==> src/rtl/word_serializer16_pkg.sv <==
// Shared widths, FSM encoding and select-index helpers for the word serializer.
package word_serializer16_pkg;

  localparam int unsigned WORD_W = 16;
  localparam int unsigned SEL_W  = 4;

  typedef enum logic {
    ST_IDLE = 1'b0,
    ST_SEND = 1'b1
  } state_t;

  // First bit index sent for a given bit order.
  function automatic logic [SEL_W-1:0] first_idx(input logic msb_first);
    return msb_first ? SEL_W'(WORD_W - 1) : SEL_W'(0);
  endfunction

  // Final bit index of a word for a given bit order.
  function automatic logic [SEL_W-1:0] last_idx(input logic msb_first);
    return msb_first ? SEL_W'(0) : SEL_W'(WORD_W - 1);
  endfunction

endpackage

==> src/rtl/word_serializer16_mux.sv <==
// 16:1 single-bit mux used for serializer bit selection.
module mux16to1_1 (
  input  logic [15:0] a,
  input  logic [3:0]  s,
  output logic        y
);

  assign y = a[s];

endmodule

==> src/rtl/word_serializer16.sv <==
// Parallel-to-serial stage: latches a 16-bit word and walks the mux select
// through it one bit per serial transfer.
module word_serializer16
  import word_serializer16_pkg::*;
#(
  parameter bit MSB_FIRST = 1'b0
) (
  input  logic              clk,
  input  logic              rst_n,
  input  logic              in_valid,
  output logic              in_ready,
  input  logic [WORD_W-1:0] in_data,
  output logic              ser_valid,
  input  logic              ser_ready,
  output logic              ser_data,
  output logic              ser_last,
  output logic [SEL_W-1:0]  sel,
  output logic              busy
);

  localparam logic [SEL_W-1:0] FIRST_IDX = first_idx(MSB_FIRST);
  localparam logic [SEL_W-1:0] LAST_IDX  = last_idx(MSB_FIRST);

  state_t            state;
  state_t            state_nx;
  logic [WORD_W-1:0] hold;
  logic [WORD_W-1:0] hold_nx;
  logic [SEL_W-1:0]  sel_nx;
  logic              in_ready_nx;
  logic              ser_valid_nx;
  logic              ser_last_nx;
  logic              busy_nx;

  mux16to1_1 u_mux (
    .a (hold),
    .s (sel),
    .y (ser_data)
  );

  // State, hold, select and all decoded flags are registered together.
  always_ff @(posedge clk) begin
    if (!rst_n) begin
      state     <= ST_IDLE;
      hold      <= '0;
      sel       <= FIRST_IDX;
      in_ready  <= 1'b0;
      ser_valid <= 1'b0;
      ser_last  <= 1'b0;
      busy      <= 1'b0;
    end else begin
      state     <= state_nx;
      hold      <= hold_nx;
      sel       <= sel_nx;
      in_ready  <= in_ready_nx;
      ser_valid <= ser_valid_nx;
      ser_last  <= ser_last_nx;
      busy      <= busy_nx;
    end
  end

  // Next-state logic; flags are decoded from the next state so they line up
  // with the registered state on the following cycle.
  always_comb begin
    state_nx = state;
    hold_nx  = hold;
    sel_nx   = sel;

    unique case (state)
      ST_IDLE: begin
        if (in_valid && in_ready) begin
          hold_nx  = in_data;
          sel_nx   = FIRST_IDX;
          state_nx = ST_SEND;
        end
      end
      ST_SEND: begin
        if (ser_ready) begin
          if (ser_last) begin
            state_nx = ST_IDLE;
          end else if (MSB_FIRST) begin
            sel_nx = sel - SEL_W'(1);
          end else begin
            sel_nx = sel + SEL_W'(1);
          end
        end
      end
      default: state_nx = ST_IDLE;
    endcase

    in_ready_nx  = (state_nx == ST_IDLE);
    ser_valid_nx = (state_nx == ST_SEND);
    busy_nx      = (state_nx == ST_SEND);
    ser_last_nx  = (state_nx == ST_SEND) && (sel_nx == LAST_IDX);
  end

endmodule

==> config.mk <==
export PLATFORM = sky130hd
export DESIGN_NAME = word_serializer16
export DESIGN_NICKNAME = d
export VERILOG_FILES = /design/src/rtl/word_serializer16_pkg.sv /design/src/rtl/word_serializer16_mux.sv /design/src/rtl/word_serializer16.sv
export SDC_FILE = /design/constraint.sdc
export NUM_CORES = 1
export LEC_CHECK = 0
export BUFFER_PORTS_ARGS = -buffer_cell sky130_fd_sc_hd__buf_2
export CORE_MARGIN = 2
export CORE_UTILIZATION = 34
export CTS_BUF_LIST = sky130_fd_sc_hd__clkbuf_4 sky130_fd_sc_hd__clkbuf_8 sky130_fd_sc_hd__clkbuf_16
export DETAILED_ROUTE_END_ITERATION = 16
export SYNTH_ARGS = -nofsm -noshare
export SYNTH_HDL_FRONTEND = slang
export SYNTH_SLANG_ARGS = --single-unit
==> constraint.sdc <==
create_clock -name clk -period 1.4 [get_ports clk]
set_input_delay 0.07 -clock clk [delete_from_list [all_inputs] [get_ports clk]]
set_output_delay 0.07 -clock clk [all_outputs]
set_load 0.02 [all_outputs]
=== Word level (Yosys, flattened, before mapping) ===
Index checks and enable logic that the tools add are counted.
Widths: inputs -> output; s select.

* Flip-flop bits (word level): 23
* Input bits: 20
* Output and inout port bits: 9
* Logic and storage cells: 23

* Multiplexer cells: 10
* Bitwise operators: 2
* Reduce and logical (&&, ||, !) cells: 3
* Equality and inequality tests: 1
* Order comparisons: 1
* Add/subtract/negate cells: 1

{| class="wikitable"
|+ Operator list
! operator !! count
|-
| $mux 4 || 3
|-
| $pmux 4 s2 || 1
|-
| $lt 4x5->1 const B || 1
|-
| $add 4x1->4 const B || 1
|-
| $bmux 1 s4 || 1
|-
| $eq 4x4->1 const B || 1
|-
| $mux 1 || 4
|-
| $logic_and 1x1->1 || 2
|-
| $not 1->1 || 2
|-
| $pmux 1 s2 || 1
|-
| $reduce_and 2->1 || 1
|}

=== Logic depth before layout (Yosys ltp) ===
* Depth after elaboration: 6
* Gate-level depth with buffers: 5
* Mapped depth without buffers: 5

=== Hierarchy ===
A second synthesis with hierarchy kept.

* Cell total of the unflattened synthesis: 114
* Area total of the unflattened synthesis: 1107.3 um^2

{| class="wikitable"
|+ Modules (own cells, without submodules)
! module !! area an instance (um^2) !! times used !! cells each !! sequential area each (um^2)
|-
| word_serializer16 || 972.2 || 1 || 107 || 460.4
|-
| mux16to1_1 || 135.1 || 1 || 7 || 0.0
|}

=== Worst setup path before layout ===
Ideal clock, no wire load.

* Path kind: register to output
* Start point: register sel[0]
* End point: output ser_data
* Arrival time: 1.474 ns
* Required time: 1.330 ns
* Buffers on the path: 1
* Cell stages (with the launch flop): 5
* Slack: -0.144 ns
* Cells stage by stage: dfxtp_1 > buf_6 > mux4_2 > a22oi_1 > nand2_1

* Cells in the longest elaborated chain, start to end: 2

{| class="wikitable"
|+ RTL lines
! item !! line !! RTL
|-
| from (decl) || word_serializer16.sv:17 || <nowiki>output logic [SEL_W-1:0] sel,</nowiki>
|-
| from (signal assigned) || word_serializer16.sv:53 || <nowiki>sel <= sel_nx;</nowiki>
|-
| $bmux 1 s4 || word_serializer16_mux.sv:8 || <nowiki>assign y = a[s];</nowiki>
|-
| $mux 1 (not written as such) || word_serializer16_mux.sv:8 ||
|-
| to (decl) || word_serializer16.sv:15 || <nowiki>output logic ser_data,</nowiki>
|}

Every way passes these cells. The select of a mux whose other input is x is not followed.

=== Final worst setup path ===
Ends and elaborated chain as after synthesis.

==> metrics.yaml <==
outcome: "complete, but fails checks"
failed_checks: "negative setup slack"
layout.cells.most_common: "nand2_1"
async_flop_share_pct: 0
rsz0062_at_grt: "true"
ys_top_cells_by_area: "dfxtp_1 (44%), nand2_1 (13%), a21oi_1 (7.7%)"
crit_cells: 4
drtPass1Iterations: 4
clkPwrFrac_pct: 24.7
grt_antenna_before_repair: 0
ys_types: 31
finalSetupTns_ns: -0.5262
intPower_w: 0.0008991
end_kind: "output port"
syn_to_final_growth_pct: 44.57
yosys.area.top_type: "dfxtp_1"
p_comb_share_pct: 17.3
coreArea_sq_um: 2978
layout.nets: 194
sw_frac_of_total_pct: 26.43
cpPeakStageDelay_ns: 0.52
h-tree-depth: 1
die_area_sq_um: 3505
insertion_delay_ns: 0.30
hpwl_microns: 1738
syn-mean-instance-area_sq_um: 8.492
grt_max_degree: 18
die_w_microns: 59.20
port_buffers: 28
ys_seq_area_share_pct: 44.44
multi_input_area_sq_um: 583.1
seqPwrFrac_pct: 58.0
drtIter0Drc: 19
worstMarginPinSlew_ns: 0.3819
cts_made_buffers: 3
synthFlopType: "dfxtp_1"
place_congestion: 0.7535
regArea_sq_um: 466.7
layoutNonFillerInstCount: 205
path_buf_inv: 1
finish.utilization_pct: 50.29
avgViaCountPerCell: 4.922
cts_root_buf: "clkbuf_4"
dp_cells: 183
cts_tree: "yes"
syn_inst: 122
min_period_over_period_pct: 123.1
postRouteAntennaNets: 0
slew_headroom_pct: 74.48
drt_wl_total_microns: 2505
grt_pass1_vias: 967
skew_ns: 0.001665
hold_path_class: "input port to flop"
path_cells: "mux4_2, a22oi_2, nand2_2, buf_6"
synth-seq-cells: 23
arrival_ns: 1.65
path_class: "flop to output port"
yosys_warnings: 0
grt_overflow_total: 0
vias: 1009
fin_crit_ns: 1.723
setup_slack_ns: -0.3235
maxCapViolations: 0
setup_violations: 3
p_sw_w: 0.0003230
syn_nets: 143
drc_errors: 0
hold_path_depth: 3
reg2regPathDepth: 7
power.density_nw_per_um2: 816.0
cp_top_family: "multiplexers"
synth_edf_count: 0
cts_sinks: 23
clk_transition_reported_paths_ns: 0.13
ios: 29
dieHeight_microns: 59.20
wl_per_cell_microns: 12.22
synth_top_area_share_pct: 44.44
critPathMaxFanout: 7
fill_cells: 292
crit_required_ns: 1.33
fmax_mhz: 580.2
initial_core_util_pct: 34.79
cts_buffer_depth: 2
n_antenna_cell: 0
drive_above_1_share_pct: 33.72
rows: 20
slowest_stage: "mux4_2"
maxSlewViolCount: 0
grt_pass1_wl_microns: 4077
critPathLaunchType: "flop"
track_usage_pct: 14.77
synth_area_sq_um: 1036
layout_common_cells: "nand2_1 (35), buf_2 (27), dfxtp_1 (20)"
leakage_nw: 0.5968
timing.hold.ws_ns: 0.006126
peakVddDrop_mv: 0.4814
finalHoldViolations: 0
routing by layer:
layer  global-route usage, %  share of wire, %  up-vias
li1                        -                 -      519
met1                   18.80                47      475
met2                   25.75                50       13
met3                   2.183               2.3        2
met4                   4.221              0.48        0
met5                       0                 0        -
layout make-up:
type                            count  share of cell area [%]
Inverter                            3                  0.7519
Timing Repair Buffer               52                   24.56
Tap cell                           33                   2.757
Clock inverter                      1                  0.3342
Sequential cell                    23                   31.16
Multi-Input combinational cell     90                   38.93
Clock buffer                        3                   1.504
worst register-to-register path: stages (launching register included):
cell and delay (ns):
dfxtp_4 0.41, buf_4 0.14, buf_6 0.12, ha_4 0.16
xnor2_2 0.13, nor3_2 0.17, a31oi_1 0.07, nor4b_2 0.24
stage by stage:
stage	total power [W]	cell area (sq um)	setup slack, ns
CTS	0.001221	1421	-0.3471
floorplan	0.0008240	1051	0.001212
global route	0.001280	1498	-0.3817
detailed placement	0.0008883	1237	-0.03894
global placement	0.0008820	1237	0.004811
finish	0.001222	1498	-0.3235
state kept, by name, indices dropped and copies added, names as in the netlist:
| name | cells |
|---|---|
| ser_last | 1 |
| sel | 4 |
| in_ready | 1 |
| hold | 16 |
| state | 1 |
cells in the mapped netlist, types with 2 or more instances:
master,instances
nand2_1,36
dfxtp_1,23
a21oi_1,16
mux2i_1,5
nor2_1,5
and2_1,3
o21ai_0,3
a221oi_1,2
buf_2,2
clkbuf_1,2
inv_1,2
mux4_2,2
nand3_1,2
nand3b_2,2
power by group through the flow:
stage / Sequential (W) / Combinational [W] / Clock [W]
global route: 0.000714 / 0.000234 / 0.000332
detailed placement: 0.000723 / 0.000165 / 0
finish: 0.000709 / 0.000212 / 0.000301
global placement: 0.000722 / 0.000160 / 0
floorplan: 0.000723 / 0.000101 / 0
CTS: 0.000708 / 0.000199 / 0.000313
logic make-up (layout without fill, tap and decap cells):
logic type               after synthesis  after routing  share of synthesized area (%)
flip-flops                            23             23                          44.44
AO/OA/AOI/OAI                         26             26                          14.37
AND/OR/NAND/NOR                       54             54                          24.52
buffers and inverters                  9             59                          4.590
adder cells (fa/ha/maj)                1              1                          1.208
multiplexers                           7              7                          9.179
XOR/XNOR                               2              2                          1.691
worst paths after layout:
check        endpoint  slack, ns  startpoint
min           hold[9]      0.006  in_data[9]
max          ser_data      -0.32      sel[0]
min reg2reg   hold[2]       0.47     hold[2]
max reg2reg  ser_last      -0.12      sel[0]
what timing repair did:
item                                    in CTS  in global routing
buffers inserted                             0                  3
pin swaps                                    2                  4
hold buffers                                15                  0
endpoints found under the hold margin       15                  0
endpoints found under the setup margin       2                 19
gates resized for setup                      2                 11
Power figures use the tool's default switching activity.
